`config.mk`:
```
export PLATFORM = sky130hd
export DESIGN_NAME = uart_rx_fifo
export DESIGN_NICKNAME = d
export VERILOG_FILES = /design/src/rtl/uart_rx_fifo.sv
export SDC_FILE = /design/constraint.sdc
export NUM_CORES = 1
export LEC_CHECK = 0
export CORE_MARGIN = 5
export CORE_UTILIZATION = 40
export DETAILED_ROUTE_END_ITERATION = 10
export SETUP_SLACK_MARGIN = 0.3
export SYNTH_ARGS = -nofsm -noshare
export SYNTH_HDL_FRONTEND = slang
export SYNTH_SLANG_ARGS = --single-unit
```
`constraint.sdc`:
```
create_clock -name clk -period 2.4 [get_ports clk]
set_input_delay 0.24 -clock clk [delete_from_list [all_inputs] [get_ports clk]]
set_output_delay 0.24 -clock clk [all_outputs]
set_load 0.02 [all_outputs]
```
`src/rtl/uart_rx_fifo.sv`:
```
// UART receive channel: oversampling tick generator, run-time configurable frame FSM
// (5..8 data bits, none/even/odd parity, 1 or 2 stop bits) feeding a show-ahead FIFO.
module uart_rx_fifo #(
    parameter int OVERSAMPLE = 16,
    parameter int DIV_W      = 16,
    parameter int FIFO_DEPTH = 16,
    parameter int CNT_W      = $clog2(FIFO_DEPTH) + 1
) (
    input  logic             clk,
    input  logic             rst,
    input  logic             rx,
    input  logic             rx_en,
    input  logic [DIV_W-1:0] baud_div,
    input  logic [1:0]       data_bits,
    input  logic [1:0]       parity_mode,
    input  logic             stop2,
    input  logic             rd_en,
    output logic [7:0]       rd_data,
    output logic             rd_perr,
    output logic             rx_empty,
    output logic             rx_full,
    output logic [CNT_W-1:0] rx_count,
    output logic             frame_err,
    output logic             overrun,
    input  logic             err_clr
);

    localparam int SW = $clog2(OVERSAMPLE);
    localparam int AW = $clog2(FIFO_DEPTH);
    localparam logic [SW-1:0] HALF_M1 = SW'(OVERSAMPLE / 2 - 1);
    localparam logic [SW-1:0] FULL_M1 = SW'(OVERSAMPLE - 1);

    typedef enum logic [2:0] {S_IDLE, S_START, S_DATA, S_PARITY, S_STOP} state_t;

    state_t state_reg, state_next;

    logic             rx_meta_reg, rx_sync_reg, rx_prev_reg;
    logic [DIV_W-1:0] div_cnt_reg, div_reload;
    logic             tick, start_det;

    logic [SW-1:0]    samp_cnt_reg;
    logic [2:0]       bit_idx_reg;
    logic             stop_idx_reg, stop_bad_reg, par_bit_reg;
    logic [7:0]       data_reg;
    logic [1:0]       cfg_bits_reg, cfg_par_reg;
    logic             cfg_stop2_reg;
    logic             par_en, cfg_odd, last_data, perr_calc;
    logic             samp, do_push, do_ferr;

    logic             push_valid_reg, ferr_pulse_reg;
    logic [8:0]       push_word_reg;

    logic [8:0]       mem [FIFO_DEPTH];
    logic [AW-1:0]    wr_ptr_reg, rd_ptr_reg;
    logic [CNT_W-1:0] count_reg;
    logic             frame_err_reg, overrun_reg;
    logic             pop, full, accept, ovr_set;
    logic [8:0]       head_word;

    // Synchroniser and edge-history flops idle high so reset never looks like a start bit.
    always_ff @(posedge clk or negedge rst) begin
        if (!rst) begin
            rx_meta_reg <= 1'b1;
            rx_sync_reg <= 1'b1;
            rx_prev_reg <= 1'b1;
        end else begin
            rx_meta_reg <= rx;
            rx_sync_reg <= rx_meta_reg;
            rx_prev_reg <= rx_sync_reg;
        end
    end

    assign start_det  = (state_reg == S_IDLE) && rx_en && rx_prev_reg && !rx_sync_reg;
    assign div_reload = (baud_div == '0) ? '0 : baud_div - DIV_W'(1);
    assign tick       = rx_en && (div_cnt_reg == '0);

    // Restarting the divider on the start edge keeps sample points centred on each bit.
    always_ff @(posedge clk or negedge rst) begin
        if (!rst)
            div_cnt_reg <= '0;
        else if (!rx_en || start_det || div_cnt_reg == '0)
            div_cnt_reg <= div_reload;
        else
            div_cnt_reg <= div_cnt_reg - DIV_W'(1);
    end

    assign par_en    = (cfg_par_reg == 2'b01) || (cfg_par_reg == 2'b10);
    assign cfg_odd   = (cfg_par_reg == 2'b10);
    assign last_data = (bit_idx_reg == (3'd4 + {1'b0, cfg_bits_reg}));
    assign perr_calc = par_en && ((^data_reg ^ par_bit_reg) != cfg_odd);

    always_ff @(posedge clk or negedge rst) begin
        if (!rst)
            state_reg <= S_IDLE;
        else
            state_reg <= state_next;
    end

    always_comb begin
        state_next = state_reg;
        if (!rx_en) begin
            state_next = S_IDLE;
        end else begin
            case (state_reg)
                S_IDLE:   if (start_det) state_next = S_START;
                S_START:  if (samp) state_next = rx_sync_reg ? S_IDLE : S_DATA;
                S_DATA:   if (samp && last_data) state_next = par_en ? S_PARITY : S_STOP;
                S_PARITY: if (samp) state_next = S_STOP;
                S_STOP:   if (samp && (stop_idx_reg || !cfg_stop2_reg)) state_next = S_IDLE;
                default:  state_next = S_IDLE;
            endcase
        end
    end

    always_comb begin
        samp    = 1'b0;
        do_push = 1'b0;
        do_ferr = 1'b0;
        case (state_reg)
            S_START:                  samp = tick && (samp_cnt_reg == HALF_M1);
            S_DATA, S_PARITY, S_STOP: samp = tick && (samp_cnt_reg == FULL_M1);
            default:                  samp = 1'b0;
        endcase
        if (state_reg == S_STOP && samp && (stop_idx_reg || !cfg_stop2_reg)) begin
            if (stop_bad_reg || !rx_sync_reg)
                do_ferr = 1'b1;
            else
                do_push = 1'b1;
        end
    end

    // Frame datapath; configuration is captured once per frame at the start edge.
    always_ff @(posedge clk or negedge rst) begin
        if (!rst) begin
            samp_cnt_reg  <= '0;
            bit_idx_reg   <= '0;
            stop_idx_reg  <= 1'b0;
            stop_bad_reg  <= 1'b0;
            par_bit_reg   <= 1'b0;
            data_reg      <= '0;
            cfg_bits_reg  <= '0;
            cfg_par_reg   <= '0;
            cfg_stop2_reg <= 1'b0;
        end else if (state_reg == S_IDLE) begin
            samp_cnt_reg <= '0;
            bit_idx_reg  <= '0;
            stop_idx_reg <= 1'b0;
            stop_bad_reg <= 1'b0;
            if (start_det) begin
                cfg_bits_reg  <= data_bits;
                cfg_par_reg   <= parity_mode;
                cfg_stop2_reg <= stop2;
                data_reg      <= '0;
            end
        end else if (tick) begin
            samp_cnt_reg <= samp ? '0 : samp_cnt_reg + SW'(1);
            if (samp) begin
                case (state_reg)
                    S_DATA: begin
                        data_reg[bit_idx_reg] <= rx_sync_reg;
                        bit_idx_reg           <= bit_idx_reg + 3'd1;
                    end
                    S_PARITY: par_bit_reg <= rx_sync_reg;
                    S_STOP: begin
                        stop_idx_reg <= 1'b1;
                        if (!rx_sync_reg) stop_bad_reg <= 1'b1;
                    end
                    default: ;
                endcase
            end
        end
    end

    always_ff @(posedge clk or negedge rst) begin
        if (!rst) begin
            push_valid_reg <= 1'b0;
            ferr_pulse_reg <= 1'b0;
            push_word_reg  <= '0;
        end else begin
            push_valid_reg <= do_push;
            ferr_pulse_reg <= do_ferr;
            push_word_reg  <= {perr_calc, data_reg};
        end
    end

    // Pop is applied before push, so a full FIFO being read still accepts a word.
    assign pop     = rd_en && (count_reg != '0);
    assign full    = (count_reg == CNT_W'(FIFO_DEPTH));
    assign accept  = push_valid_reg && (!full || pop);
    assign ovr_set = push_valid_reg && full && !pop;

    always_ff @(posedge clk) begin
        if (accept) mem[wr_ptr_reg] <= push_word_reg;
    end

    always_ff @(posedge clk or negedge rst) begin
        if (!rst) begin
            wr_ptr_reg    <= '0;
            rd_ptr_reg    <= '0;
            count_reg     <= '0;
            frame_err_reg <= 1'b0;
            overrun_reg   <= 1'b0;
        end else begin
            if (accept) wr_ptr_reg <= wr_ptr_reg + AW'(1);
            if (pop)    rd_ptr_reg <= rd_ptr_reg + AW'(1);
            count_reg <= count_reg + CNT_W'(accept) - CNT_W'(pop);
            if (ferr_pulse_reg)
                frame_err_reg <= 1'b1;
            else if (err_clr)
                frame_err_reg <= 1'b0;
            if (ovr_set)
                overrun_reg <= 1'b1;
            else if (err_clr)
                overrun_reg <= 1'b0;
        end
    end

    assign head_word = mem[rd_ptr_reg];
    assign rx_empty  = (count_reg == '0);
    assign rx_full   = full;
    assign rx_count  = count_reg;
    assign rd_data   = rx_empty ? 8'h00 : head_word[7:0];
    assign rd_perr   = rx_empty ? 1'b0 : head_word[8];
    assign frame_err = frame_err_reg;
    assign overrun   = overrun_reg;

endmodule
```
==> metrics.md, run 1 <==
| Metric | Value |
|---|---|
| Status | `finished, violations left` |
| Failing checks | `setup timing` |
| Critical-path maximum fanout | `4` |
| Setup Skew | `0.0159 ns` |
| Area growth syn-to-layout | `27.1%` |
| Storage cell area | `6110 sq um` |
| CTS Buffer Depth | `3` |
| Antenna-violating nets left | `0` |
| Crit-path cells | `buf_6, buf_4, mux4_2, mux4_2, nor2b_1, buf_2` |
| First-pass detailed-route iteration total | `5` |
| Tmin final | `2.74 ns` |
| Vias in the first global route | `5889` |
| Met3 usage in global routing | `2.71%` |
| DP Wirelength | `13.5 mm` |
| Top_reg_cell synth | `edfxtp_1` |
| Post-Syn Instances | `620` |
| Power per Cell Area | `915 nW/um^2` |
| Initial antenna violation count | `0` |
| Die area | `26600 sq um` |
| Crit path max-delay cell type | `mux4_2` |
| H-tree levels | `1` |
| Final hold vios | `0` |
| Via density | `5.16` |
| Pre-CTS setup slack | `-0.245 ns` |
| CTS tree | `built` |
| Die Ht | `163 microns` |
| Final Power | `10900 uW` |
| Max reg flops | `144` |
| Syn Area/Cell | `15.1 sq um` |
| Hold_ws | `0.137 ns` |
| CP Capture Type | `output pin` |
| Fillers | `1979` |
| Met2 usage | `26.2%` |
| Drt total wl | `20.3 mm` |
| Final worst slack | `-0.336 ns` |
| Max incr delay on CP | `0.51 ns` |
| Met1 Use GR | `21.4%` |
| Pin count of the biggest net entering global routing | `72` |
| Setup Crit Path Kind | `reg2out` |
| Initial Util | `40.3%` |
| DRC Markers | `0` |
| Final setup fails | `9` |
| Global route total overflow | `0` |
| Share of cells above drive strength 1 | `32.2%` |
| Synth cell types | `59` |
| Clock sink total | `215` |
| Chip Width | `163 microns` |
| Yosys reg bits | `215` |
| Nets | `783` |
| Average wire per standard cell | `18.9 microns` |
| # diodes | `0` |
| Max_slew headroom | `39.1%` |
| Share of flip-flops with an asynchronous set or reset | `33.0%` |
| Mapped Nets | `665` |
| Fmax | `365 MHz` |
| Design Area, Final | `11900 sq um` |
| Gr usage total | `15.5%` |
| WP data arrival | `2.50 ns` |
| Setup TNS | `-2.96 ns` |
| Ports | `45` |
| Number of synthesized flops with an enable pin | `144` |
| CP required | `2.16 ns` |
| DRT iter0 DRCs | `292` |
| Sequential cell area fraction in the yosys report | `65.2%` |
| DR vias | `5540` |
| Area of the multi-input gates | `3380 sq um` |
| Least-Margin Pin Slew | `0.914 ns` |
| Worst Hold Class | `in2reg` |
| Number of CTS-inserted buffers | `23` |
| Clock latency on the worst-skew pair | `0.52 ns` |
| Final GP Congestion | `0.833` |
| Number of port buffers | `44` |
| First-pass GRT wire length | `32.2 mm` |
| Std cell rows | `56` |
| RSZ-0062 raised after global routing | `yes` |
| Syn Std Cell Area | `9360 sq um` |
| Final period util | `114%` |
| GRT busiest layer | `met2` |
| Most frequent CP cell | `mux4_2` |
| Static Leak | `0.00469 uW` |
| Startpoint types | `flop` |
| Peak supply drop | `0.486 mV` |
| Max Slew Vio Count | `0` |
| Core Region | `23300 sq um` |
| Max cap viols | `0` |
| DP Area | `10600 sq um` |
| Number of synthesis warnings | `0` |
| Clock root buffer master | `clkbuf_16` |
| Clk slew on worst S/H paths | `0.06 ns` |
[cell usage after synthesis, drive strengths merged, types with 11 or more instances]
| library cell | n | share of area [%] |
|---|---|---|
| a21oi | 11 | 0.59 |
| clkbuf | 14 | 0.67 |
| dfrtp | 68 | 18 |
| edfxtp | 144 | 46 |
| ha | 17 | 2.3 |
| inv | 27 | 1.1 |
| mux4 | 45 | 11 |
| nand2 | 42 | 1.7 |
| nor2 | 49 | 2.0 |
| nor2b | 15 | 1.1 |
| nor3 | 14 | 0.80 |
| o21ai | 23 | 1.2 |
| o22ai | 14 | 1.0 |
| xnor2 | 33 | 3.1 |
| xor2 | 14 | 1.3 |
[cells in the final DEF, fill, tap and decap left out, types with 5 or more instances in the layout]
cell / n
ha_1: 12
o21ai_0: 12
clkbuf_16: 26
nand3b_1: 6
buf_6: 11
buf_12: 7
dfrtp_1: 61
nand2b_1: 5
nor3_1: 7
nor2b_1: 7
a31oi_1: 5
buf_4: 58
dfrtp_2: 7
clkinv_2: 7
a21oi_1: 9
nor3_2: 5
xor2_1: 13
nand2_1: 42
o21ai_1: 8
edfxtp_1: 144
ha_4: 5
nand3_1: 9
o22ai_1: 13
clkdlybuf4s50_1: 32
inv_2: 10
inv_1: 17
xnor2_1: 32
mux4_2: 45
nor2_1: 43
[kinds of logic (layout without fill, tap and decap cells)]
| logic type | Yosys count | after routing | synth area share [%] |
|---|---|---|---|
| mux | 49 | 49 | 11.3 |
| compound gates | 75 | 75 | 5.44 |
| fa+ha+maj | 18 | 18 | 2.49 |
| buf+inv | 51 | 186 | 2.32 |
| xor+xnor | 47 | 47 | 4.40 |
| simple gates | 165 | 165 | 8.90 |
| flops | 215 | 215 | 65.2 |
[per-layer routing]
metal	part of all wire, %	vias to the layer above	wire length (microns)
met5	0	-	0
met4	1.2	0	238
met3	5.1	21	1040
met2	50	150	10200
met1	43	2794	8810
li1	-	2575	-
[area by class of cell]
| class | count | area share (%) |
|---|---|---|
| Clock buffer | 33 | 5.85 |
| Timing Repair Buffer | 117 | 9.68 |
| Multi-Input combinational cell | 354 | 28.4 |
| Tap cell | 319 | 3.35 |
| Sequential cell | 215 | 51.4 |
| Inverter | 27 | 0.852 |
| Clock inverter | 9 | 0.526 |
[where the power goes]
part	total, uW	leakage (uW)	switching (uW)	internal [uW]
clock	3440	0.000379	1410	2030
sequential	4420	0.00254	246	4170
combinational	3030	0.00177	1440	1590
[path summary, 6_finish.rpt]
path                                    start              to  slack (ns)  cells past startpoint
worst max register to register    rx_count[2]     rx_count[4]        0.14                     16
min in group asynchronous                 rst  div_cnt_reg[8]        0.40                      2
max in group asynchronous                 rst  bit_idx_reg[0]        1.34                      2
worst min-delay path                       rx     rx_meta_reg        0.14                      1
worst max-delay path            rd_ptr_reg[0]      rd_data[5]       -0.34                      6
worst min register to register    rx_meta_reg     rx_sync_reg        0.36                      0
[critical path, delay by kind of cell (launching register included)]
| kind | cells | cell delay (ns) |
|---|---|---|
| buf+inv | 3 | 0.39 |
| flops | 1 | 0.42 |
| mux | 2 | 1.01 |
| simple gates | 1 | 0.15 |
[per-stage QoR]
step | instances | util [%]
2_1_floorplan | 620 | -
3_3_place_gp | 1013 | 45.7
6_report | 1074 | 51.2
3_5_place_dp | 1013 | 45.7
5_1_grt | 1074 | 51.2
4_1_cts | 1068 | 49.9
[what timing repair did]
item                       CTS  global route
gates resized for setup     63            62
gates cloned                 2             1
pin swaps                    5            18
buffers inserted            10             5
setup endpoints to repair   51            45
hold buffers                 1             0
hold endpoints to repair    68             0
Power figures use the tool's default switching activity.
==> inputs of run 2 (changes only) <==
--- a/config.mk
+++ b/config.mk
@@ -8,6 +8,7 @@
 export CORE_MARGIN = 5
 export CORE_UTILIZATION = 40
 export DETAILED_ROUTE_END_ITERATION = 10
+export MAX_ROUTING_LAYER = met4
 export SETUP_SLACK_MARGIN = 0.3
 export SYNTH_ARGS = -nofsm -noshare
 export SYNTH_HDL_FRONTEND = slang
==> metrics.md, run 2 (synthesis results as in run 1) <==
| Metric | Value |
|---|---|
| Status | `finished, violations left` |
| Failing checks | `setup timing` |
| Fmax | `365 MHz (-0.25%)` |
| CP required | `2.16 ns (about the same)` |
| Nets | `783 (unchanged)` |
| DRT iter0 DRCs | `261 (-11%)` |
| Final setup fails | `9 (unchanged)` |
| Antenna-violating nets left | `0 (unchanged)` |
| DP Wirelength | `13.5 mm (unchanged)` |
| Final GP Congestion | `0.845 (+1.5%)` |
| WP data arrival | `2.50 ns (about the same)` |
| Crit-path cells | `buf_6, buf_4, mux4_2, mux4_2, nor2b_1, buf_2` |
| First-pass GRT wire length | `32.2 mm (about the same)` |
| CP Capture Type | `output pin` |
| Max reg flops | `144 (unchanged)` |
| Cell count after placement | `1013 (unchanged)` |
| Core Region | `23300 sq um (unchanged)` |
| Clock latency on the worst-skew pair | `0.52 ns (about the same)` |
| First-pass detailed-route iteration total | `4 (-1)` |
| DRC Markers | `0 (unchanged)` |
| Most frequent CP cell | `mux4_2` |
| CTS tree | `built` |
| Design Area, Final | `11900 sq um (unchanged)` |
| Peak supply drop | `0.483 mV (-0.69%)` |
| Via density | `5.15 (-0.18%)` |
| Final Power | `10900 uW (about the same)` |
| Most common cell after layout, fill and taps aside | `edfxtp_1` |
| Chip Width | `163 microns (unchanged)` |
| Worst Hold Class | `in2reg` |
| Die area | `26600 sq um (unchanged)` |
| Count of non-filler cells in the finished layout | `1074 (unchanged)` |
| DR vias | `5530 (-0.18%)` |
| Least-Margin Pin Slew | `0.929 ns (+0.0148 ns)` |
| Vias in the first global route | `5886 (-0.051%)` |
| Clk slew on worst S/H paths | `0.06 ns (about the same)` |
| Clock sink total | `215 (unchanged)` |
| Max Slew Vio Count | `0 (unchanged)` |
| Std cell rows | `56 (unchanged)` |
| Tmin final | `2.74 ns (+0.00681 ns)` |
| Crit path max-delay cell type | `mux4_2` |
| Final hold vios | `0 (unchanged)` |
| Global route total overflow | `0 (unchanged)` |
| Pin count of the biggest net entering global routing | `72 (unchanged)` |
| Initial Util | `40.3% (unchanged)` |
| Max cap viols | `0 (unchanged)` |
| Final Util | `51.2% (unchanged)` |
| Setup Skew | `0.0163 ns (+0.000404 ns)` |
| Setup Crit Path Kind | `reg2out` |
| Final period util | `114% (+0.28 points)` |
| Average wire per standard cell | `18.9 microns (about the same)` |
| Die Ht | `163 microns (unchanged)` |
| Number of CTS-inserted buffers | `23 (unchanged)` |
| Startpoint types | `flop` |
| Most frequent cells in the layout | `edfxtp_1, dfrtp_1, buf_4, mux4_2, nor2_1` |
| Max incr delay on CP | `0.52 ns (about the same)` |
| Static Leak | `0.00469 uW (unchanged)` |
| Drt total wl | `20.3 mm (about the same)` |
| Initial antenna violation count | `0 (unchanged)` |
| Clock root buffer master | `clkbuf_16` |
| Final worst slack | `-0.343 ns (-0.00681 ns)` |
| Gr usage total | `15.9% (+0.45 points)` |
| Critical-path maximum fanout | `4 (unchanged)` |
| FF-to-FF path depth | `16 (unchanged)` |
| RSZ-0062 raised after global routing | `yes` |
| CTS Buffer Depth | `3 (unchanged)` |
| Hold Path Stages | `1 (unchanged)` |
| Number of port buffers | `44 (unchanged)` |
| Hold_ws | `0.137 ns (+0.000179 ns)` |
| Ports | `45 (unchanged)` |
| Max_slew headroom | `38.1% (-0.99 points)` |
| Power per Cell Area | `916 nW/um^2 (about the same)` |
| Share of cells above drive strength 1 | `32.2% (unchanged)` |
| Area growth syn-to-layout | `27.1% (unchanged)` |
| H-tree levels | `1 (unchanged)` |
| # diodes | `0 (unchanged)` |
| DP Area | `10600 sq um (unchanged)` |
## run 2: cell counts in the layout (fill, tap and decap cells not counted)
No cell type changed its count.
## run 2: worst max-delay path, delay by kind of cell, from the launching register on
kind	cells	cell delay [ns]
muxes	2	1.02
buffers and inverters	3	0.39
DFF	1	0.42
and+or+nand+nor	1	0.16
## run 2: worst paths after layout
check | startpoint | slack, ns | endpoint
max in group asynchronous | rst | 1.32 | bit_idx_reg[0]
worst max-delay path | rd_ptr_reg[0] | -0.34 | rd_data[5]
worst min register to register | rx_meta_reg | 0.36 | rx_sync_reg
min in group asynchronous | rst | 0.38 | div_cnt_reg[8]
worst max register to register | rx_count[2] | 0.14 | rx_count[4]
worst min-delay path | rx | 0.14 | rx_meta_reg
## run 2: layer usage
metal / GRT usage [%] / vias up / part of all wire [%]
met5: - / - / 0
met2: 26.2 / 135 / 50
met4: 2.86 / 0 / 1.1
met1: 21.4 / 2798 / 44
met3: 2.53 / 21 / 4.2
li1: - / 2576 / -
## run 2: repair_timing
item / 4_1_cts / 5_1_grt
endpoints found under the setup margin: 51 / 45
pin swaps: 5 / 18
gates resized for setup: 63 / 62
hold buffers: 1 / 0
gates cloned: 2 / 1
setup buffers: 10 / 5
endpoints found under the hold margin: 68 / 0
## run 2: cell type report
type | count | area (sq um)
clock buffers | 33 | 696
clock inverters | 9 | 62.6
fillers | 1979 | 11400
inverters | 27 | 101
multi-input cells | 354 | 3380
flip-flops and latches | 215 | 6110
well taps | 319 | 399
repair buffers | 117 | 1150
## run 2: report_power, final
group          switching (uW)  internal [uW]
logic                    1450           1590
clock network            1410           2030
registers                 244           4170
total                    3100           7800
## run 2: through the flow
stage | setup TNS, ns | setup WS (ns)
after floorplan | 0 | 0.0275
after global placement | -1.83 | -0.238
after detailed placement | -1.96 | -0.245
after CTS | -3.23 | -0.377
after global routing | -3.56 | -0.406
final | -2.96 | -0.343
